## src/rtl/reorder_buffer.sv

```systemverilog
// rtl/reorder_buffer.sv - multi-lane in-order retire reorder buffer
//
// Purpose: circular buffer of DEPTH entries. Up to WIDTH entries are
// allocated per cycle at the tail, completed out of order by CDB writebacks,
// and retired in order from the head, up to WIDTH per cycle.
//
// Ports:
//   clk, rst          clock, synchronous active-high reset
//   flush             (only with ROB_FLUSH_EN) return to the reset state
//   alloc_valid/rd    per-lane allocate request and destination register
//   alloc_ready/tag   room for WIDTH entries; tag offered to each lane
//   wb_valid/tag/data per-lane writeback broadcast
//   commit_valid/rd/data/tag  in-order retire lanes (prefix from lane 0)
//   count, empty, full        occupancy
//
// Configuration macro: ROB_FLUSH_EN adds the flush input.

module reorder_buffer #(
  parameter int  DEPTH  = 16,
  parameter int  WIDTH  = 2,
  parameter int  DATA_W = 32,
  localparam int TAG_W  = $clog2(DEPTH)
) (
  input  logic                    clk,
  input  logic                    rst,
`ifdef ROB_FLUSH_EN
  input  logic                    flush,
`endif
  input  logic [WIDTH-1:0]        alloc_valid,
  input  logic [WIDTH*5-1:0]      alloc_rd,
  output logic                    alloc_ready,
  output logic [WIDTH*TAG_W-1:0]  alloc_tag,
  input  logic [WIDTH-1:0]        wb_valid,
  input  logic [WIDTH*TAG_W-1:0]  wb_tag,
  input  logic [WIDTH*DATA_W-1:0] wb_data,
  output logic [WIDTH-1:0]        commit_valid,
  output logic [WIDTH*5-1:0]      commit_rd,
  output logic [WIDTH*DATA_W-1:0] commit_data,
  output logic [WIDTH*TAG_W-1:0]  commit_tag,
  output logic [TAG_W:0]          count,
  output logic                    empty,
  output logic                    full
);

  localparam int PTR_W = TAG_W + 1;
  localparam int CNT_W = 3;
  localparam logic [PTR_W-1:0] READY_MAX = PTR_W'(DEPTH - WIDTH);

  logic [PTR_W-1:0]  r_head;
  logic [PTR_W-1:0]  r_tail;
  logic [DEPTH-1:0]  r_busy;
  logic [DEPTH-1:0]  r_done;
  logic [4:0]        r_rd   [DEPTH];
  logic [DATA_W-1:0] r_data [DEPTH];

  logic              w_clear;
  logic              w_commit_en;
  logic [PTR_W-1:0]  w_count;
  logic [TAG_W-1:0]  w_alloc_idx  [WIDTH];
  logic [TAG_W-1:0]  w_commit_idx [WIDTH];
  logic [WIDTH-1:0]  w_alloc_lane;
  logic [WIDTH-1:0]  w_commit_lane;
  logic [CNT_W-1:0]  w_alloc_n;
  logic [CNT_W-1:0]  w_commit_n;
  logic              w_alloc_run;
  logic              w_commit_run;

`ifdef ROB_FLUSH_EN
  assign w_clear     = rst | flush;
  assign w_commit_en = ~flush;
`else
  assign w_clear     = rst;
  assign w_commit_en = 1'b1;
`endif

  // Wrap bits make tail-head an exact occupancy, 0..DEPTH.
  assign w_count     = r_tail - r_head;
  assign count       = w_count;
  assign empty       = (w_count == '0);
  assign full        = (r_head[TAG_W-1:0] == r_tail[TAG_W-1:0]) &&
                       (r_head[TAG_W] != r_tail[TAG_W]);
  // Registered occupancy only: slots freed by this cycle's commit do not count.
  assign alloc_ready = (w_count <= READY_MAX);

  // Both allocate and commit take a contiguous prefix of lanes; the running
  // AND drops every lane above the first one that cannot proceed.
  always_comb begin
    w_alloc_run  = alloc_ready;
    w_commit_run = w_commit_en;
    w_alloc_n    = '0;
    w_commit_n   = '0;
    for (int i = 0; i < WIDTH; i++) begin
      w_alloc_idx[i]  = r_tail[TAG_W-1:0] + TAG_W'(i);
      w_commit_idx[i] = r_head[TAG_W-1:0] + TAG_W'(i);
      w_alloc_run     = w_alloc_run & alloc_valid[i];
      w_commit_run    = w_commit_run & r_busy[w_commit_idx[i]] & r_done[w_commit_idx[i]];
      w_alloc_lane[i]  = w_alloc_run;
      w_commit_lane[i] = w_commit_run;
      w_alloc_n  = w_alloc_n + CNT_W'(w_alloc_run);
      w_commit_n = w_commit_n + CNT_W'(w_commit_run);
      alloc_tag[i*TAG_W +: TAG_W]     = w_alloc_idx[i];
      commit_tag[i*TAG_W +: TAG_W]    = w_commit_idx[i];
      commit_rd[i*5 +: 5]             = r_rd[w_commit_idx[i]];
      commit_data[i*DATA_W +: DATA_W] = r_data[w_commit_idx[i]];
    end
  end

  assign commit_valid = w_commit_lane;

  always_ff @(posedge clk) begin
    if (w_clear) begin
      r_head <= '0;
      r_tail <= '0;
      r_busy <= '0;
      r_done <= '0;
    end else begin
      // Highest lane first so the lowest lane's write lands last and wins
      // when two lanes name the same tag. Only already-busy entries accept
      // results, which also rejects entries allocated in this same cycle.
      for (int j = WIDTH - 1; j >= 0; j--) begin
        if (wb_valid[j] && r_busy[wb_tag[j*TAG_W +: TAG_W]]) begin
          r_done[wb_tag[j*TAG_W +: TAG_W]] <= 1'b1;
          r_data[wb_tag[j*TAG_W +: TAG_W]] <= wb_data[j*DATA_W +: DATA_W];
        end
      end
      // Retire after writeback so a late result cannot revive a freed entry.
      for (int i = 0; i < WIDTH; i++) begin
        if (w_commit_lane[i]) begin
          r_busy[w_commit_idx[i]] <= 1'b0;
          r_done[w_commit_idx[i]] <= 1'b0;
        end
      end
      // Allocation only targets free entries, so it never collides with
      // the retire or writeback updates above.
      for (int i = 0; i < WIDTH; i++) begin
        if (w_alloc_lane[i]) begin
          r_busy[w_alloc_idx[i]] <= 1'b1;
          r_done[w_alloc_idx[i]] <= 1'b0;
          r_rd[w_alloc_idx[i]]   <= alloc_rd[i*5 +: 5];
        end
      end
      r_head <= r_head + PTR_W'(w_commit_n);
      r_tail <= r_tail + PTR_W'(w_alloc_n);
    end
  end

endmodule

```

## config.mk

```make
export PLATFORM = sky130hd
export DESIGN_NAME = reorder_buffer
export DESIGN_NICKNAME = d
export VERILOG_FILES = /design/src/rtl/reorder_buffer.sv
export SDC_FILE = /design/constraint.sdc
export NUM_CORES = 1
export LEC_CHECK = 0
export ABC_CLOCK_PERIOD_IN_PS = 9700
export BUFFER_PORTS_ARGS = -buffer_cell sky130_fd_sc_hd__buf_2
export CAP_MARGIN = 5
export CORE_MARGIN = 8
export CORE_UTILIZATION = 25
export DETAILED_ROUTE_END_ITERATION = 10
export GPL_ROUTABILITY_DRIVEN = 0
export HOLD_SLACK_MARGIN = 0.15
export SYNTH_ARGS = -nofsm -noshare
export SYNTH_HDL_FRONTEND = slang
export SYNTH_SLANG_ARGS = --single-unit
```

## constraint.sdc

```tcl
create_clock -name clk -period 9.7 [get_ports clk]
set_input_delay 1.455 -clock clk [delete_from_list [all_inputs] [get_ports clk]]
set_output_delay 1.455 -clock clk [all_outputs]
set_load 0.02 [all_outputs]
```

==> results.md <==
* Worst min path class: reg2reg
* Yosys warning count at 0
* Core footprint at 152000 sq um
* Pin count of the biggest net entering global routing at 134
* Initial Util at 25.1%
* Worst-path clk slew at 0.06 ns
* Drt first pass iters at 5
* Worst setup path endpoint: commit_valid[1]
* Post-synthesis mux area share at 41.0%
* Max Fclk at 154 MHz
* Gate Count Post-Synth at 2311
* Via-to-Cell Ratio at 5.24
* Chip Width at 406 microns
* Peak supply drop at 120 uV
* Slew Limit Fails at 0
* Number of port buffers at 187
* CTS Hold Buffers Added at 0
* CP Launch Type: flop
* Seq/Total Area, Yosys at 48.9%
* DRT Wirelength at 130000 microns
* Share of post-route cells with drive strength above 1 at 56.8%
* Normalized max-slew margin at 16.8%
* Vias at 23400
* Clock sink total at 634
* Post-Synth XOR/XNOR Area at 0.342%
* Placed wire-length estimate at 78000 microns
* Final Setup Violations at 0
* Reg2Reg Capture Point: r_rd[13][1]$_DFFE_PP_
* Final Hold Viols at 0
* Power per cell area at 146 nW/um^2
* Met2 Use GR at 25.7%
* Post-CTS setup buffer count at 0
* Gr busiest metal: met2
* # Max-Cap Violations at 0
* Die ar. at 165000 sq um
* Worst r2r path cells at 10
* Final period utilization at 67.1%
* Static Leak at 0.0134 uW
* Ports at 188
* Wirelength per Cell at 29.0 microns
* Antenna Violating Nets Remaining at 0
* Post-Syn Area per Cell at 16.5 sq um
* Register bit total from synthesis at 634
* Most common cell after layout, fill and taps aside: edfxtp_1
* Post-synth EDFFs at 592
* H-tree depth at 3
* Vias in the first global route at 23700
* Max Clock Skew at 0.0248 ns
* Synth Area in Adders at 0.782%
* Area Overhead vs Synth at 14.3%
* Met1 GRT Util at 19.2%
* Initial DRC count at 2511
* Overflow after GRT at 0
* Final worst path period need at 6.51 ns
* Row cnt at 143
* Fin Setup TNS at 0 ns
* Post-synthesis compound-gate area fraction at 2.56%
* Post_cts resized at 0
* Skew-Pair Late Insertion Delay at 0.66 ns
* Least-Margin Pin Slew at 1.24 ns
* Met3 GRT Util at 3.88%
* Num CTS Buffers at 76
* CP startpoint: r_head[0]$_SDFF_PP0_
* WP data required at 8.25 ns
* Reg2Reg Launch Point: r_head[0]$_SDFF_PP0_
* Main flop type after synthesis: edfxtp_1
* Nets at 2480
* Largest family of logic cells by synthesized area: multiplexers
* Final core area utilization at 28.7%
* Worst Path Arrival at 5.05 ns
* RSZ-0062 raised after global routing: false
* Post-synthesis simple-gate area fraction at 2.98%
* Reg-to-reg slack, setup at 4.63 ns
* Hold Startpoint: r_busy[12]$_SDFF_PP0_
* Die Y at 406 microns
* Asr flop ratio synth at 0%
* CP Max Fanout at 133
* Initial antenna violation count at 39
* Post-synthesis cell area at 38100 sq um
* DR DRC count at 0
* Status: completed
* GRT Util Overall at 15.2%
* DP Area at 41000 sq um
* Synth unique cells at 75
* Kind of critical path: reg2out
* Max Buffers Root-to-Sink at 3
* Hold WS at 0.503 ns
* Critical Path End Type: output port
* Synthesized Nets at 2421
* CTS tree: yes
* Global-route wire length before repair at 182000 microns
* Most frequent cells in the layout: edfxtp_1, mux2_2, mux4_2, buf_2, clkbuf_16
* Clk root buf: clkbuf_16
* Final Cell Area at 43500 sq um
==> where the power goes <==
part	internal (uW)	switching, uW
Sequential	3000	21.9
Clock	1710	1200
Combinational	179	234
==> critical path, cell delays in order, from the launching register on <==
cell and delay [ns]:
dfxtp_4 0.94, inv_1 0.38, ha_4 0.72, buf_12 0.69
nand3_1 0.16, o211ai_1 0.13, o21ai_0 0.22, nor2_1 0.22
nor3_1 0.08, a211oi_1 0.52, buf_2 0.27
==> synth_stat cells, types with 3 or more instances <==
| library cell | n | area, sq um |
|---|---|---|
| buf_1 | 19 | 71.3 |
| nand2_1 | 73 | 274 |
| o22ai_1 | 25 | 156 |
| a22oi_1 | 3 | 22.5 |
| mux2i_1 | 4 | 40.0 |
| nand2b_1 | 4 | 25.0 |
| a31o_1 | 5 | 43.8 |
| fa_1 | 3 | 60.1 |
| o41ai_1 | 6 | 52.6 |
| and3_1 | 17 | 106 |
| or3_1 | 3 | 18.8 |
| buf_2 | 85 | 425 |
| clkbuf_1 | 124 | 465 |
| nor3_1 | 9 | 45.0 |
| nand3_1 | 27 | 135 |
| and2_1 | 11 | 68.8 |
| o22a_1 | 5 | 43.8 |
| nand3b_1 | 4 | 30.0 |
| mux4_2 | 388 | 8740 |
| mux2_4 | 30 | 450 |
| buf_4 | 18 | 135 |
| xor2_1 | 4 | 35.0 |
| mux2_2 | 566 | 6370 |
| o21bai_1 | 3 | 22.5 |
| xnor2_1 | 9 | 78.8 |
| edfxtp_1 | 592 | 17800 |
| buf_6 | 7 | 78.8 |
| dfxtp_1 | 42 | 841 |
| ha_1 | 19 | 238 |
| a41oi_1 | 4 | 35.0 |
| a21o_1 | 4 | 30.0 |
| nor2_1 | 57 | 214 |
| a21oi_1 | 10 | 50.1 |
| and3b_1 | 3 | 26.3 |
| clkinv_1 | 3 | 11.3 |
| a211oi_1 | 7 | 52.6 |
| a31oi_1 | 12 | 75.1 |
| inv_1 | 25 | 93.8 |
| nor2b_1 | 11 | 68.8 |
| o21ai_0 | 27 | 135 |
==> state kept, by name (all words and copies together) (netlist names) <==
register and cells:
r_done 16, r_head 5, r_data 512, r_tail 5, r_busy 16, r_rd 80
==> metrics by stage <==
| step | total power (uW) | std cells | worst slack [ns] |
|---|---|---|---|
| 2_1_floorplan | 3360 | 2311 | 4.47 |
| 3_3_place_gp | 3490 | 4322 | 3.60 |
| 3_5_place_dp | 3500 | 4322 | 3.63 |
| 4_1_cts | 6410 | 4456 | 2.89 |
| 5_1_grt | 6540 | 4459 | 2.73 |
| 6_report | 6340 | 4476 | 3.19 |
==> worst min path at each step <==
stage                       endpoint  depth (start not counted)  slack, ns
5_1_grt        r_busy[14]$_SDFF_PP0_                          2       0.54
3_3_place_gp   r_busy[12]$_SDFF_PP0_                          2       0.48
6_report       r_busy[12]$_SDFF_PP0_                          2       0.50
4_1_cts        r_busy[12]$_SDFF_PP0_                          2       0.50
2_1_floorplan  r_busy[14]$_SDFF_PP0_                          2       0.46
3_5_place_dp   r_busy[12]$_SDFF_PP0_                          2       0.50
==> layer usage <==
| metal | vias to the layer above | part of all wire, % |
|---|---|---|
| met5 | - | 0.056 |
| met4 | 10 | 2.9 |
| met3 | 235 | 7.7 |
| met2 | 1028 | 49 |
| met1 | 12500 | 40 |
| li1 | 9673 | - |
==> final cells by class <==
class                           count  area (sq um)
Antenna cell                       20          50.0
Clock buffer                       89          1990
Clock inverter                     45           464
Fill cell                       15200        108000
Inverter                           29           114
Multi-Input combinational cell   1394         18400
Sequential cell                   634         18600
Tap cell                         2030          2540
Timing Repair Buffer              235          1310
==> cell families after synthesis <==
group           count (synthesis)
mux                           988
simple gates                  233
buf+inv                       283
xor+xnor                       14
flops                         634
compound gates                137
fa+ha+maj                      22
Note: power is estimated with default switching activity, not from simulation.
